<file path="src/rtl/alu_arbiter_pkg.sv">
// Shared definitions for the two-requester ALU arbiter: op codes, the
// illegal-op boundary and the arbiter FSM encoding.
package alu_arbiter_pkg;

    localparam logic [3:0] OP_ADD = 4'b0000;
    localparam logic [3:0] OP_SUB = 4'b0001;
    localparam logic [3:0] OP_AND = 4'b0010;
    localparam logic [3:0] OP_OR  = 4'b0011;
    localparam logic [3:0] OP_XOR = 4'b0100;
    localparam logic [3:0] OP_LUI = 4'b0101;
    localparam logic [3:0] OP_SRL = 4'b0110;
    localparam logic [3:0] OP_SLL = 4'b0111;

    // First op code outside the legal range
    localparam logic [3:0] OP_ILLEGAL_MIN = 4'b1000;

    typedef enum logic [1:0] {
        S_IDLE = 2'd0,
        S_EXEC = 2'd1,
        S_DONE = 2'd2
    } state_t;

    function automatic logic op_is_legal(input logic [3:0] op);
        return op < OP_ILLEGAL_MIN;
    endfunction

endpackage

</file>
<file path="src/rtl/alu_arbiter_rr_picker.sv">
// Combinational two-way round-robin winner; last_grant names the requester
// that won most recently, so a tie goes to the other one.
module alu_rr_picker (
    input  logic req0,
    input  logic req1,
    input  logic last_grant,
    output logic valid,
    output logic winner
);

    assign valid  = req0 | req1;
    assign winner = (req0 & req1) ? ~last_grant : req1;

endmodule

</file>
<file path="src/rtl/alu_arbiter.sv">
// Arbitrates two requesters onto one shared combinational ALU; one operation
// at a time through IDLE -> EXEC -> DONE.
module alu_arbiter
    import alu_arbiter_pkg::*;
#(
    parameter int DATA_WIDTH = 32
) (
    input  logic                  clk,
    input  logic                  reset,
    input  logic                  req0_i,
    input  logic                  req1_i,
    input  logic [3:0]            op0_i,
    input  logic [3:0]            op1_i,
    input  logic [DATA_WIDTH-1:0] a0_i,
    input  logic [DATA_WIDTH-1:0] b0_i,
    input  logic [DATA_WIDTH-1:0] a1_i,
    input  logic [DATA_WIDTH-1:0] b1_i,
    output logic                  gnt0_o,
    output logic                  gnt1_o,
    output logic                  rvalid0_o,
    output logic                  rvalid1_o,
    output logic [DATA_WIDTH-1:0] result_o,
    output logic                  err_o,
    output logic                  busy_o,
    output logic [3:0]            alu_op_o,
    output logic [DATA_WIDTH-1:0] alu_a_o,
    output logic [DATA_WIDTH-1:0] alu_b_o,
    input  logic [DATA_WIDTH-1:0] alu_result_i
);

    state_t                state, state_nxt;
    logic                  win_valid, winner, last_grant;
    logic [3:0]            op_sel, op_q;
    logic [DATA_WIDTH-1:0] a_sel, b_sel, a_q, b_q;
    logic                  illegal_q;

    alu_rr_picker u_picker (
        .req0       (req0_i),
        .req1       (req1_i),
        .last_grant (last_grant),
        .valid      (win_valid),
        .winner     (winner)
    );

    assign op_sel = winner ? op1_i : op0_i;
    assign a_sel  = winner ? a1_i  : a0_i;
    assign b_sel  = winner ? b1_i  : b0_i;

    always_ff @(posedge clk) begin
        if (!reset) state <= S_IDLE;
        else        state <= state_nxt;
    end

    always_comb begin
        state_nxt = state;
        case (state)
            S_IDLE:  if (win_valid) state_nxt = S_EXEC;
            S_EXEC:  state_nxt = S_DONE;
            S_DONE:  state_nxt = S_IDLE;
            default: state_nxt = S_IDLE;
        endcase
    end

    always_ff @(posedge clk) begin
        if (!reset) begin
            gnt0_o     <= 1'b0;
            gnt1_o     <= 1'b0;
            rvalid0_o  <= 1'b0;
            rvalid1_o  <= 1'b0;
            err_o      <= 1'b0;
            result_o   <= '0;
            op_q       <= OP_ADD;
            a_q        <= '0;
            b_q        <= '0;
            illegal_q  <= 1'b0;
            last_grant <= 1'b1;
        end else begin
            gnt0_o    <= 1'b0;
            gnt1_o    <= 1'b0;
            rvalid0_o <= 1'b0;
            rvalid1_o <= 1'b0;
            err_o     <= 1'b0;
            case (state)
                S_IDLE: begin
                    if (win_valid) begin
                        gnt0_o     <= ~winner;
                        gnt1_o     <= winner;
                        last_grant <= winner;
                        // Illegal ops run as ADD on the ALU but are flagged at DONE
                        illegal_q  <= ~op_is_legal(op_sel);
                        op_q       <= op_is_legal(op_sel) ? op_sel : OP_ADD;
                        a_q        <= a_sel;
                        b_q        <= b_sel;
                    end
                end
                S_EXEC: begin
                    result_o  <= alu_result_i;
                    rvalid0_o <= gnt0_o;
                    rvalid1_o <= gnt1_o;
                    err_o     <= illegal_q;
                end
                default: ;
            endcase
        end
    end

    assign busy_o   = (state != S_IDLE);
    assign alu_op_o = (state == S_EXEC) ? op_q : OP_ADD;
    assign alu_a_o  = (state == S_EXEC) ? a_q  : '0;
    assign alu_b_o  = (state == S_EXEC) ? b_q  : '0;

endmodule

</file>
<file path="config.mk">
export PLATFORM = sky130hd
export DESIGN_NAME = alu_arbiter
export DESIGN_NICKNAME = d
export VERILOG_FILES = /design/src/rtl/alu_arbiter_pkg.sv /design/src/rtl/alu_arbiter_rr_picker.sv /design/src/rtl/alu_arbiter.sv
export SDC_FILE = /design/constraint.sdc
export NUM_CORES = 1
export LEC_CHECK = 0
export CELL_PAD_IN_SITES_DETAIL_PLACEMENT = 0
export CELL_PAD_IN_SITES_GLOBAL_PLACEMENT = 2
export CORE_UTILIZATION = 22
export DETAILED_ROUTE_END_ITERATION = 8
export PLACE_DENSITY_LB_ADDON = 0.1
export SKIP_LAST_GASP = 1
export SLEW_MARGIN = 20
export SYNTH_ARGS = -nofsm -noshare
export SYNTH_HDL_FRONTEND = slang
export SYNTH_SLANG_ARGS = --single-unit
export TNS_END_PERCENT = 20
</file>
<file path="constraint.sdc">
create_clock -name clk -period 3.9 [get_ports clk]
set_input_delay 0.78 -clock clk [delete_from_list [all_inputs] [get_ports clk]]
set_output_delay 0.78 -clock clk [all_outputs]
set_load 0.05 [all_outputs]
</file>
==> key figures <==
Clock tree
  • CTS Root Cell: clkbuf_16
  • CTS Buf Count: 9
  • CTS tree: yes
  • Post-CTS sizing: 0
  • Deepest clock path buffer count: 2
  • Clock latency on the worst-skew pair: 0.35 ns
  • Post-CTS setup buffer count: 0
  • Post-CTS Hold Buffers: 0
  • Clock transition at the registers of the reported paths: 0.08 ns
  • H-Tree Depth: 3
  • Sink Count: 108

Logic synthesis
  • Biggest area consumer among synthesized cells: dfxtp_1
  • Number of synthesized flops with an enable pin: 0
  • Mux cell area share after synthesis: 0.632%
  • Share of Yosys cell area claimed by the top area cell type: 45.5%
  • Count of different cell masters after synthesis: 27
  • Synth Area in Compound Gates: 20.1%
  • Synth Area in XOR/XNOR: 0%
  • Synth Instances: 546
  • Post-synthesis sequential area ratio: 45.5%
  • Synth warn: 0
  • Syn nets: 718
  • Largest family of logic cells by synthesized area: simple AND/OR/NAND/NOR gates
  • Most frequent cell after synthesis: dfxtp_1
  • Post-Syn Area: 4750 µm²
  • Most used DFF post-synth: dfxtp_1
  • Post-synthesis simple-gate area fraction: 22.2%
  • Top cells by area, synth: dfxtp_1, a221o_1, and2_1
  • Top cells by count, synth: dfxtp_1, inv_1, and2_1
  • Post-synth ARST share: 0%
  • Synthesized flop and latch total: 108
  • Avg Cell Area, Syn: 8.70 µm²
  • Synth Area in Adders: 0%

Worst setup path
  • CP cell instances: nor2b_4 > buf_12 > and2_1 > clkdlybuf4s50_1
  • Crit path max-delay family: buffers and inverters
  • Worst Setup End Kind: primary output
  • Data required, critical path: 3.12 ns
  • Element type at the critical path start: flip-flop
  • Buf/Inv on CP: 2
  • CP max FO: 100
  • Slowest cell on the critical path: clkdlybuf4s50_1
  • Worst Path Class, Setup: reg -> out
  • CP Data Arrival Time: 2.33 ns
  • CP max stage delay: 0.83 ns

Drt
  • Drt first pass iters: 4
  • WL/cell: 15.9 µm
  • DRC violations left: 0
  • ANT nets after route: 0
  • Starting DRC count in detailed routing: 150
  • Final WL: 17.0 mm
  • Drt via density: 4.35
  • DR vias: 4651

Floorplan
  • Initial core utilization: 22.5%
  • Cell Rows: 53
  • Die height: 149 µm
  • # IOs: 278
  • Std-Cell Core Area: 21100 µm²
  • DIE AREA: 22200 µm²
  • DIE WIDTH: 149 µm

Timing
  • Crit path time final: 3.11 ns
  • Final setup fails: 0
  • Max Clock Freq: 322 MHz
  • Fin. max-slew vios: 0
  • Period Utilization, post-route: 79.7%
  • Setup TNS Final: 0 ns
  • Relative slew slack: 44.2%
  • Final hold vios: 0
  • Clock skew: 0.00759 ns
  • RSZ-0062 raised after global routing: false
  • Worst Tran Pin Value: 0.837 ns

GRT
  • Overflow after GRT: 0
  • Largest net degree at the start of global routing: 101
  • Number of global-route vias before repair: 4589
  • Initial antenna violation count: 0
  • Tot GR Track Use: 15.3%
  • First-pass GRT wire length: 25.9 mm

Power
  • Sw Ratio: 31.3%
  • Pwr dens: 363 nW/µm²
  • VDD IR max: 0.000223 V
  • Pleak: 0.00313 µW
  • Seq pwr share: 43.0%
  • Total power: 2900 µW
  • Comb power frac: 25.7%
  • NetSw: 907 µW
  • Internal: 1990 µW
  • Clock share of power: 31.3%

Cells and area
  • Area of the multi-input gates: 2060 µm²
  • Synth-to-layout area growth: 67.8%
  • Fin nets: 961
  • Filler cells: 2144
  • Share of cells above drive strength 1: 3.40%
  • Reg area: 2160 µm²
  • N_diodes: 0

Place
  • IO buf count: 276
  • DP Wirelength: 11.4 mm
  • RePlAce Congestion: 0.745

Run
  • Max cap viols: 0

Hold path
  • Worst min-delay path class: reg -> reg

Status
  • Status: finished, final reports clean
[area by class of cell]
class	count	share of cell area, %
Timing Repair Buffer	283	35.9
Sequential cell	108	27.1
Clock inverter	5	0.565
Tap cell	275	4.32
Clock buffer	11	2.92
Multi-Input combinational cell	318	25.9
Inverter	69	3.25
[cells by family after synthesis]
group                  after synthesis
buffers and inverters              120
AOI/OAI and AO/OA                  105
and+or+nand+nor                    209
muxes                                3
other                                1
DFF                                108
[final timing paths]
kind                        startpoint                         to  slack (ns)  cells past startpoint
max              state[0]$_SDFFE_PN0P_                alu_b_o[25]        0.79                      4
max reg2reg      state[1]$_SDFFE_PN0P_       b_q[12]$_SDFFE_PN0P_        2.09                      4
min reg2reg  result_o[12]$_SDFFE_PN0N_  result_o[12]$_SDFFE_PN0N_        0.46                      2
min          result_o[12]$_SDFFE_PN0N_  result_o[12]$_SDFFE_PN0N_        0.46                      2
[per-stage QoR]
| step | utilization, % | instance area [µm²] | std cells | setup slack, ns | hold WS, ns |
|---|---|---|---|---|---|
| 5_1_grt | 37.8 | 7970 | 1069 | 0.683 | 0.481 |
| 2_1_floorplan | - | 4750 | 546 | 1.67 | 0.440 |
| 6_report | 37.8 | 7970 | 1069 | 0.791 | 0.463 |
| 4_1_cts | 37.8 | 7970 | 1069 | 0.758 | 0.468 |
| 3_3_place_gp | 36.5 | 7690 | 1053 | 1.17 | 0.450 |
| 3_5_place_dp | 36.5 | 7690 | 1053 | 1.17 | 0.457 |
[worst register-to-register path: cells and delay by family, from the launching register on]
kind / cells / cell delay, ns
compound gates: 1 / 0.27
buf+inv: 1 / 0.32
flops: 1 / 0.35
simple gates: 2 / 0.81
[power by group through the flow]
stage	combinational, µW	clock, µW	sequential (µW)
floorplan	345	0	1330
global placement	746	0	1270
detailed placement	754	0	1270
CTS	754	954	1250
global route	796	993	1260
finish	745	906	1250
[cell usage in the layout (no fill, tap or decap), drive strengths merged, types with 2 or more instances in the layout]
cell type / n
inv: 72
o32ai: 3
a221o: 64
clkdlybuf4s50: 276
buf: 7
mux2i: 3
nor2: 7
nor3: 65
nor2b: 2
dfxtp: 108
clkbuf: 11
a21boi: 32
and2: 65
and3: 3
nand2: 64
[layer usage]
metal / vias up / share of wire [%] / wire length, µm / global-route usage, %
met3: 17 / 8.4 / 1440 / 5.32
met5: - / 0 / 0 / 0
met2: 167 / 47 / 7940 / 24.5
li1: 2337 / - / - / -
met1: 2130 / 43 / 7380 / 18.9
met4: 0 / 1.5 / 257 / 5.05
[sequential cells by signal, indices dropped and copies added (netlist names)]
signal      flops
result_o       32
gnt0_o          1
a_q            32
state           2
err_o           1
illegal_q       1
gnt1_o          1
rvalid1_o       1
op_q            3
b_q            32
last_grant      1
rvalid0_o       1
Note: power is estimated with default switching activity, not from simulation.
